### config.mk
export PLATFORM = sky130hd
export DESIGN_NAME = lcd_char_refresh
export DESIGN_NICKNAME = d
export VERILOG_FILES = /design/src/rtl/lcd_char_refresh.sv
export SDC_FILE = /design/constraint.sdc
export NUM_CORES = 1
export LEC_CHECK = 0
export ABC_CLOCK_PERIOD_IN_PS = 9200
export BUFFER_PORTS_ARGS = -buffer_cell sky130_fd_sc_hd__clkbuf_2
export CAP_MARGIN = 20
export CORE_MARGIN = 5
export CORE_UTILIZATION = 52
export CTS_CLUSTER_DIAMETER = 30
export DETAILED_ROUTE_END_ITERATION = 10
export PLACE_DENSITY = 0.77
export SLEW_MARGIN = 10
export SYNTH_ARGS = -nofsm -noshare
export SYNTH_HDL_FRONTEND = slang
export SYNTH_SLANG_ARGS = --single-unit
### constraint.sdc
create_clock -name in_CLK -period 9.2 [get_ports in_CLK]
set_input_delay 0.46 -clock in_CLK [delete_from_list [all_inputs] [get_ports in_CLK]]
set_output_delay 0.46 -clock in_CLK [all_outputs]
set_load 0.1 [all_outputs]
### src/rtl/lcd_char_refresh.sv
// Character-LCD (HD44780-compatible) refresh engine: power-up wait, one-time init,
// then rewrites the whole display from a shadow copy when text changes or on request.
module lcd_char_refresh #(
    parameter int COLS    = 16,
    parameter int ROWS    = 2,
    parameter int PWR_DLY = 750000,
    parameter int EN_W    = 12,
    parameter int CMD_DLY = 2500,
    parameter int CLR_DLY = 100000,
    parameter int AUTO    = 1
) (
    input  logic                   in_CLK,
    input  logic                   in_RST,
    input  logic [ROWS*COLS*8-1:0] in_TEXT,
    input  logic                   in_REFRESH,
    output logic                   out_BUSY,
    output logic                   out_FRAME_DONE,
    output logic [7:0]             LCD_DATA,
    output logic                   LCD_RS,
    output logic                   LCD_RW,
    output logic                   LCD_EN
);
    localparam int NCH  = ROWS * COLS;
    localparam int M1   = (PWR_DLY > CLR_DLY) ? PWR_DLY : CLR_DLY;
    localparam int M2   = (CMD_DLY > EN_W) ? CMD_DLY : EN_W;
    localparam int MAXD = (M1 > M2) ? M1 : M2;
    localparam int CW   = $clog2(MAXD + 1);
    localparam int RW   = (ROWS > 1) ? $clog2(ROWS) : 1;
    localparam int CLW  = (COLS > 1) ? $clog2(COLS) : 1;

    typedef enum logic [2:0] {T_PWR, T_INIT, T_IDLE, T_LATCH, T_ADDR, T_CHAR, T_DONE} top_e;
    typedef enum logic [1:0] {W_SETUP, W_PULSE, W_HOLD, W_WAIT} wr_e;

    top_e               top_q, top_d;
    wr_e                wr_q, wr_d;
    logic [CW-1:0]      cnt_q, cnt_d;
    logic [1:0]         idx_q, idx_d;
    logic [RW-1:0]      row_q, row_d;
    logic [CLW-1:0]     col_q, col_d;
    logic [NCH*8-1:0]   shadow_q, shadow_d;
    logic               valid_q, valid_d;
    logic               pend_q, pend_d;
    logic [7:0]         data_q, data_d;
    logic               rs_q, rs_d;
    logic               in_write;
    logic               wr_done;
    logic [CW-1:0]      wait_len;

    function automatic logic [7:0] init_cmd(input logic [1:0] i);
        case (i)
            2'd0:    return (ROWS == 1) ? 8'h30 : 8'h38;
            2'd1:    return 8'h0C;
            2'd2:    return 8'h01;
            default: return 8'h06;
        endcase
    endfunction

    function automatic logic [7:0] addr_cmd(input logic [RW-1:0] r);
        int unsigned ri;
        ri = 32'(r);
        case (ri)
            0:       return 8'h80;
            1:       return 8'hC0;
            2:       return 8'h94;
            default: return 8'hD4;
        endcase
    endfunction

    // Byte (r*COLS+c) counted from the MSB end of the text vector.
    function automatic logic [7:0] char_at(input logic [NCH*8-1:0] s,
                                           input logic [RW-1:0] r,
                                           input logic [CLW-1:0] c);
        int unsigned      k;
        logic [NCH*8-1:0] t;
        k = 32'(r) * 32'(COLS) + 32'(c);
        t = s << (k * 8);
        return t[NCH*8-1 -: 8];
    endfunction

    assign in_write = (top_q == T_INIT) || (top_q == T_ADDR) || (top_q == T_CHAR);
    assign wait_len = (!rs_q && data_q == 8'h01) ? CW'(CLR_DLY) : CW'(CMD_DLY);
    assign wr_done  = ((wr_q == W_HOLD) && (wait_len == '0)) ||
                      ((wr_q == W_WAIT) && (cnt_q == wait_len - 1'b1));

    always_ff @(posedge in_CLK or posedge in_RST) begin
        if (in_RST) begin
            top_q    <= T_PWR;
            wr_q     <= W_SETUP;
            cnt_q    <= '0;
            idx_q    <= '0;
            row_q    <= '0;
            col_q    <= '0;
            shadow_q <= '0;
            valid_q  <= 1'b0;
            pend_q   <= 1'b0;
            data_q   <= '0;
            rs_q     <= 1'b0;
        end else begin
            top_q    <= top_d;
            wr_q     <= wr_d;
            cnt_q    <= cnt_d;
            idx_q    <= idx_d;
            row_q    <= row_d;
            col_q    <= col_d;
            shadow_q <= shadow_d;
            valid_q  <= valid_d;
            pend_q   <= pend_d;
            data_q   <= data_d;
            rs_q     <= rs_d;
        end
    end

    // The next byte is loaded on the same edge that enters SETUP, so RS/DATA
    // are valid for the whole SETUP cycle and never move during PULSE/HOLD/WAIT.
    always_comb begin
        top_d    = top_q;
        wr_d     = wr_q;
        cnt_d    = cnt_q;
        idx_d    = idx_q;
        row_d    = row_q;
        col_d    = col_q;
        shadow_d = shadow_q;
        valid_d  = valid_q;
        pend_d   = pend_q | (in_REFRESH && (top_q != T_IDLE));
        data_d   = data_q;
        rs_d     = rs_q;

        if (in_write) begin
            case (wr_q)
                W_SETUP: begin
                    wr_d  = W_PULSE;
                    cnt_d = '0;
                end
                W_PULSE: begin
                    if (cnt_q == CW'(EN_W - 1)) begin
                        wr_d  = W_HOLD;
                        cnt_d = '0;
                    end else begin
                        cnt_d = cnt_q + 1'b1;
                    end
                end
                W_HOLD: begin
                    wr_d  = W_WAIT;
                    cnt_d = '0;
                end
                default: cnt_d = cnt_q + 1'b1;
            endcase
        end

        case (top_q)
            T_PWR: begin
                if (cnt_q == CW'(PWR_DLY - 1)) begin
                    top_d  = T_INIT;
                    idx_d  = '0;
                    wr_d   = W_SETUP;
                    cnt_d  = '0;
                    data_d = init_cmd(2'd0);
                    rs_d   = 1'b0;
                end else begin
                    cnt_d = cnt_q + 1'b1;
                end
            end
            T_INIT: begin
                if (wr_done) begin
                    if (idx_q == 2'd3) begin
                        top_d = T_IDLE;
                    end else begin
                        idx_d  = idx_q + 2'd1;
                        wr_d   = W_SETUP;
                        cnt_d  = '0;
                        data_d = init_cmd(idx_q + 2'd1);
                        rs_d   = 1'b0;
                    end
                end
            end
            T_IDLE: begin
                if (pend_q || in_REFRESH || !valid_q ||
                    ((AUTO != 0) && (in_TEXT != shadow_q))) begin
                    top_d = T_LATCH;
                end
            end
            T_LATCH: begin
                shadow_d = in_TEXT;
                valid_d  = 1'b1;
                pend_d   = 1'b0;
                row_d    = '0;
                top_d    = T_ADDR;
                wr_d     = W_SETUP;
                cnt_d    = '0;
                data_d   = addr_cmd('0);
                rs_d     = 1'b0;
            end
            T_ADDR: begin
                if (wr_done) begin
                    top_d  = T_CHAR;
                    col_d  = '0;
                    wr_d   = W_SETUP;
                    cnt_d  = '0;
                    data_d = char_at(shadow_q, row_q, '0);
                    rs_d   = 1'b1;
                end
            end
            T_CHAR: begin
                if (wr_done) begin
                    if (col_q == CLW'(COLS - 1)) begin
                        if (row_q == RW'(ROWS - 1)) begin
                            top_d = T_DONE;
                        end else begin
                            row_d  = row_q + 1'b1;
                            top_d  = T_ADDR;
                            wr_d   = W_SETUP;
                            cnt_d  = '0;
                            data_d = addr_cmd(row_q + 1'b1);
                            rs_d   = 1'b0;
                        end
                    end else begin
                        col_d  = col_q + 1'b1;
                        wr_d   = W_SETUP;
                        cnt_d  = '0;
                        data_d = char_at(shadow_q, row_q, col_q + 1'b1);
                        rs_d   = 1'b1;
                    end
                end
            end
            T_DONE:  top_d = T_IDLE;
            default: top_d = T_PWR;
        endcase
    end

    always_comb begin
        LCD_EN         = in_write && (wr_q == W_PULSE);
        LCD_RS         = rs_q;
        LCD_DATA       = data_q;
        LCD_RW         = 1'b0;
        out_BUSY       = (top_q != T_IDLE);
        out_FRAME_DONE = (top_q == T_DONE);
    end

endmodule

==> results by group, run 1 <==
Outcome
  – Status: finished, final reports clean

Pwr
  – Seq pwr share: 0.308
  – Worst IR drop on VDD: 0.000163 V
  – Design Power: 4.29 mW
  – Power share of the clock group: 0.642
  – Internal: 3.32 mW
  – Sw frac: 0.228
  – NetSw: 0.978 mW
  – Combinational fraction of design power: 0.051
  – Leakage: 9.39 nW
  – Power per cell area: 197 nW/um^2

Critical path
  – CP Data Arrival Time: 3.96 ns
  – Critical path class: reg -> reg
  – Critical path startpoint category: flop
  – CP endpoint kind: flop
  – CP max FO: 57
  – CP required: 9.65 ns

Final layout
  – Filler Cells Inserted: 2,576
  – Storage cell area: 7490 um^2
  – Fin util: 0.665
  – Final nets: 2,484
  – Area delta synth->final: 25.4%
  – Area of the multi-input gates: 9260 um^2
  – Most frequent cells in the layout: 731 x nand2_1, 298 x dfrtp_1, 270 x clkbuf_2, 144 x xnor2_1, 81 x clkbuf_16
  – Share of cells above drive strength 1: 0.220
  – Most common cell after layout, fill and taps aside: nand2_1

Drt
  – Pre-antenna DRT Iters: 8
  – DRC viols: 0
  – Drt first-iter violations: 2,518
  – Final ANT Viol Nets: 0
  – Wire per inst: 26.5 um
  – Via density: 6.16
  – Via count: 16,800
  – Post-Route WL: 72.2 mm

Synthesis
  – Yosys cell types: 59
  – Async SR Flop Fraction: 1.00
  – Seq/Total Area, Yosys: 0.431
  – Syn_nets: 2,215
  – Synthesized netlist cell count: 1,951
  – Synth Warn #: 0
  – Post-Synthesis Cell Area: 17,300 um^2
  – Ys flop type: dfrtp_1
  – Yosys reg bits: 299
  – Syn avg cell area: 8.89 um^2
  – Number of synthesized flops with an enable pin: 0

GRT
  – GR Overflow Total: 0
  – First-pass GRT wire length: 105 mm
  – Pin count of the biggest net entering global routing: 183
  – GRT Total Usage: 0.389
  – Number of global-route vias before repair: 16,300
  – Initial antenna violation count: 3

STA
  – Max_slew headroom: 0.321
  – Worst-margin pin slew: 1.01 ns
  – RSZ-0062 raised after global routing: no
  – Max Clock Skew: 0.0256 ns
  – Final Critical Period: 3.51 ns
  – Final setup fails: 0
  – Setup TNS: 0 ns
  – Hold Fails Final Rpt: 0
  – Final number of max-transition violations: 0
  – Highest Clock Rate: 285 MHz
  – Period utilisation layout: 0.381

Clocking
  – Worst-path clk slew: 0.04 ns
  – Post-CTS sizing: 0
  – Buffer levels on the longest clock path: 3
  – Setup Buffers After CTS: 0
  – Htree depth: 3
  – CTS buffer count: 79
  – Root Driver: clkbuf_16
  – Clock sink count: 299
  – CTS tree: done
  – Clk_lat worst skew: 0.58 ns
  – CTS Hold Bufs: 0

Die
  – Die span in y: 193 um
  – Initial Utilization: 0.530
  – Number of top-level pins: 272
  – DIE AREA: 37,100 um^2
  – Core area: 32,700 um^2
  – Row cnt: 66
  – Die width: 193 um

Placed design
  – Post-DP HPWL: 54.5 mm
  – IO buf count: 270
  – Placer Congestion: 1.01

Flow run
  – MaxCap Viol Count: 0

Worst hold path
  – Hold crit path type: in -> async
[Yosys cell counts (5+ instances only)]
cell type    n  area [um^2]
a2111o_1    20          225
a21oi_1     20          100
a22o_1       5         43.8
and3_1       7         43.8
buf_2       12         60.1
clkbuf_1    78          293
dfrtp_1    299         7480
ha_1         5         62.6
inv_1       67          251
mux2i_1     30          300
mux4_2      68         1530
nand2_1    731         2740
nand2b_1    35          219
nand3_1     30          150
nand4_1     45          282
nor2_1      27          101
nor2b_1     62          388
nor3_1       5         25.0
nor4_1      34          213
o2111ai_1   11         96.3
o21ai_0     80          400
o21ai_1      8         40.0
o22ai_1     18          113
o2bb2ai_1    6         52.6
or3_1        5         31.3
xnor2_1    144         1260
xor2_1      36          315
[worst max-delay path, cell delays in order, from the launching register on]
cell and delay (ns):
dfrtp_4 0.69, ha_2 0.53, buf_4 0.68, mux4_2 0.43, and2_1 0.17, a211oi_1 0.52, a211oi_1 0.10, o22ai_1 0.14
o21ai_1 0.07
[layout make-up]
| cell class | instances | area share |
|---|---|---|
| diodes | 2 | 0.000230 |
| well taps | 442 | 0.0254 |
| inverters | 67 | 0.0119 |
| multi-input cells | 1489 | 0.426 |
| clock inverters | 29 | 0.0167 |
| clock buffers | 110 | 0.106 |
| repair buffers | 284 | 0.0703 |
| flip-flops and latches | 299 | 0.344 |
[registers in the layout (all words and copies together) (netlist names)]
signal / flops
col_q: 4
LCD_DATA: 8
row_q: 1
LCD_RS: 1
cnt_q: 20
valid_q: 1
shadow_q: 256
wr_q: 2
top_q: 3
pend_q: 1
idx_q: 2
[power groups by stage]
stage               Combinational (mW)  Sequential, mW  Clock [mW]
floorplan                       0.0764            1.34           0
global placement                 0.208            1.34           0
detailed placement               0.209            1.34           0
CTS                              0.211            1.32        2.75
global route                     0.228            1.32        2.84
finish                           0.217            1.32        2.76
[metal layers]
metal  global-route usage  wire length (um)  part of all wire
met1                0.507             26100              0.36
met2                0.576             31300              0.43
met3                0.115              9140              0.13
met4                0.231              5690             0.079
met5                    0                12           0.00017
[cell families (layout without fill, tap and decap cells)]
| kind of cell | count (synthesis) | in the layout | share of synthesized area |
|---|---|---|---|
| compound gates | 205 | 205 | 0.0803 |
| xor+xnor | 180 | 180 | 0.0909 |
| fa+ha+maj | 5 | 5 | 0.00361 |
| buf+inv | 163 | 490 | 0.0368 |
| flops | 299 | 299 | 0.431 |
| mux | 101 | 101 | 0.108 |
| other cells | 1 | 3 | 0.000216 |
| simple gates | 997 | 997 | 0.249 |
[final timing paths]
path                            slack [ns]  depth (start not counted)             to         start
worst min-delay path                  0.02                          2       cnt_q[1]        in_RST
worst max register to register        5.69                          8    LCD_DATA[6]      col_q[0]
max in group asynchronous             7.63                          3       col_q[0]        in_RST
worst min register to register        0.49                          1        valid_q       valid_q
worst max-delay path                  5.69                          8    LCD_DATA[6]      col_q[0]
min in group in_CLK                   0.10                          3  shadow_q[113]  in_TEXT[113]
[per-stage QoR]
step                instances  hold slack (ns)  instance area (um^2)  setup WS (ns)
floorplan                1951            0.434                 17300          0.479
global placement         2578            0.457                 19000           5.85
detailed placement       2578            0.464                 19000           5.79
CTS                      2717           0.0615                 21700           5.78
global route             2720           0.0724                 21700           5.59
finish                   2722           0.0176                 21800           5.69
Power figures use the tool's default switching activity.
==> inputs of run 2 (changes only) <==
ABC_CLOCK_PERIOD_IN_PS = 3200   (was 9200)
clock period = 3.2 ns   (was 9.2 ns; I/O delays follow)
==> run 2 against run 1 <==
Against the previous run:
- power grew to 3.0 times the previous value
- register-to-register slack got worse by 5.4 ns
- first-iteration DRC count decreased by 3.1%
- cell area increased by 13%
- die area unchanged
- fmax is 19% higher
- largest cell class unchanged
- highest routed layer unchanged
==> results by group, run 2 (synthesized netlist as in run 1, its figures left out) <==
STA
  – Final setup fails: 0
  – Max Clock Skew: 0.0283 ns
  – Max_slew headroom: 0.321
  – Period utilisation layout: 0.920
  – Final Critical Period: 2.94 ns
  – Fin Hold WS: 0.347 ns
  – Final number of max-transition violations: 0
  – Hold Fails Final Rpt: 0
  – Highest Clock Rate: 340 MHz
  – Setup TNS: 0 ns
  – Worst-margin pin slew: 1.02 ns
  – RSZ-0062 raised after global routing: no

Drt
  – Final ANT Viol Nets: 0
  – DRC viols: 0
  – Via count: 18,700
  – Wire per inst: 27.1 um
  – Pre-antenna DRT Iters: 8
  – Via density: 6.21
  – Drt first-iter violations: 2,441
  – Post-Route WL: 81.4 mm

Die
  – Number of top-level pins: 272
  – Initial Utilization: 0.530
  – DIE AREA: 37,100 um^2
  – Row cnt: 66
  – Core area: 32,700 um^2
  – Die width: 193 um
  – Die span in y: 193 um

GRT
  – Initial antenna violation count: 5
  – GR Overflow Total: 0
  – Pin count of the biggest net entering global routing: 90
  – GRT Total Usage: 0.442
  – Number of global-route vias before repair: 19,000
  – First-pass GRT wire length: 120 mm

Clocking
  – Clock sink count: 299
  – CTS buffer count: 76
  – Clk_lat worst skew: 0.60 ns
  – Buffer levels on the longest clock path: 3
  – Setup Buffers After CTS: 0
  – Root Driver: clkbuf_16
  – Htree depth: 3
  – CTS tree: done
  – Worst-path clk slew: 0.04 ns

Pwr
  – Combinational fraction of design power: 0.073
  – NetSw: 2.94 mW
  – Worst IR drop on VDD: 0.000430 V
  – Internal: 9.74 mW
  – Power per cell area: 516 nW/um^2
  – Seq pwr share: 0.299
  – Power share of the clock group: 0.628
  – Sw frac: 0.232
  – Leakage: 10.6 nW

Worst hold path
  – Hold crit path type: in -> async

Critical path
  – CP required: 3.67 ns
  – CP max FO: 9
  – Critical path class: reg -> reg
  – CP Data Arrival Time: 3.41 ns
  – CP endpoint kind: flop
  – Critical path startpoint category: flop

Final layout
  – Fin cells: 3,007
  – Largest Register: shadow_q
  – Share of cells above drive strength 1: 0.204
  – Area delta synth->final: 41.8%
  – Most common cell after layout, fill and taps aside: nand2_1
  – Final nets: 2,766
  – Max reg flops: 256
  – Most frequent cells in the layout: 731 x nand2_1, 298 x dfrtp_1, 270 x clkbuf_2, 258 x dlygate4sd3_1, 144 x xnor2_1

Placed design
  – Placer Congestion: 1.04
  – IO buf count: 270
  – Dpl cells: 2,608
  – Post-DP HPWL: 55.3 mm

Flow run
  – MaxCap Viol Count: 0

Outcome
  – Status: finished, final reports clean
-- run 2: cell types whose count changed in the layout (fill, tap and decap cells not counted), moves of 3 or more --
cell / delta
dlygate4sd3_1: +258
buf_4: +17
buf_12: +13
clkbuf_8: -7
bufinv_16: +5
clkbuf_16: -5
diode_2: +4
buf_16: -3
inv_6: +3
-- run 2: worst max-delay path: stages, from the launching register on --
cell and delay, ns:
dfrtp_1 0.49, or3b_2 0.63, or4_1 0.58, nor4_1 0.39, nand4_1 0.15, nor4_1 0.21
a21oi_1 0.17, o22a_1 0.21
-- run 2: timing repair --
item	4_1_cts	5_1_grt
resized for setup	0	0
hold buffers	258	0
hold endpoints to repair	281	0
-- run 2: layout make-up --
cell class,instances,area (um^2)
Multi-Input combinational cell,1489,9260
Inverter,67,255
Tap cell,442,553
Fill cell,2201,8110
Timing Repair Buffer,569,4420
Sequential cell,299,7490
Clock inverter,36,531
Antenna cell,6,15.0
Clock buffer,99,2080
-- run 2: stage by stage --
stage / utilization / setup slack [ns] / power (mW) / instance area [um^2]
floorplan: - / -0.933 / 4.07 / 17300
CTS: 0.752 / 0.333 / 12.6 / 24600
global placement: 0.593 / 0.349 / 4.47 / 19400
detailed placement: 0.593 / 0.340 / 4.47 / 19400
finish: 0.752 / 0.256 / 12.7 / 24600
global route: 0.752 / 0.178 / 12.9 / 24600
-- run 2: worst paths after layout --
check,start,to,slack [ns],cells past startpoint
max,top_q[2],top_q[0],0.26,7
min,in_RST,cnt_q[0],0.35,3
max reg2reg,top_q[2],top_q[0],0.26,7
min reg2reg,valid_q,valid_q,0.48,1
max in group asynchronous,in_RST,pend_q,1.98,4
min in group in_CLK,in_TEXT[84],shadow_q[84],0.35,4
-- run 2: power groups by stage --
stage / registers (mW) / logic (mW) / clock network (mW)
floorplan: 3.85 / 0.220 / 0
global placement: 3.85 / 0.620 / 0
detailed placement: 3.85 / 0.621 / 0
CTS: 3.80 / 0.877 / 7.90
global route: 3.79 / 0.965 / 8.17
finish: 3.79 / 0.932 / 7.96
-- run 2: metal layers --
layer,vias up,wire length (um),GRT usage
li1,7701,-,-
met1,8891,28100,0.540
met2,1621,36300,0.677
met3,460,9630,0.124
met4,8,7270,0.312
met5,-,34,0
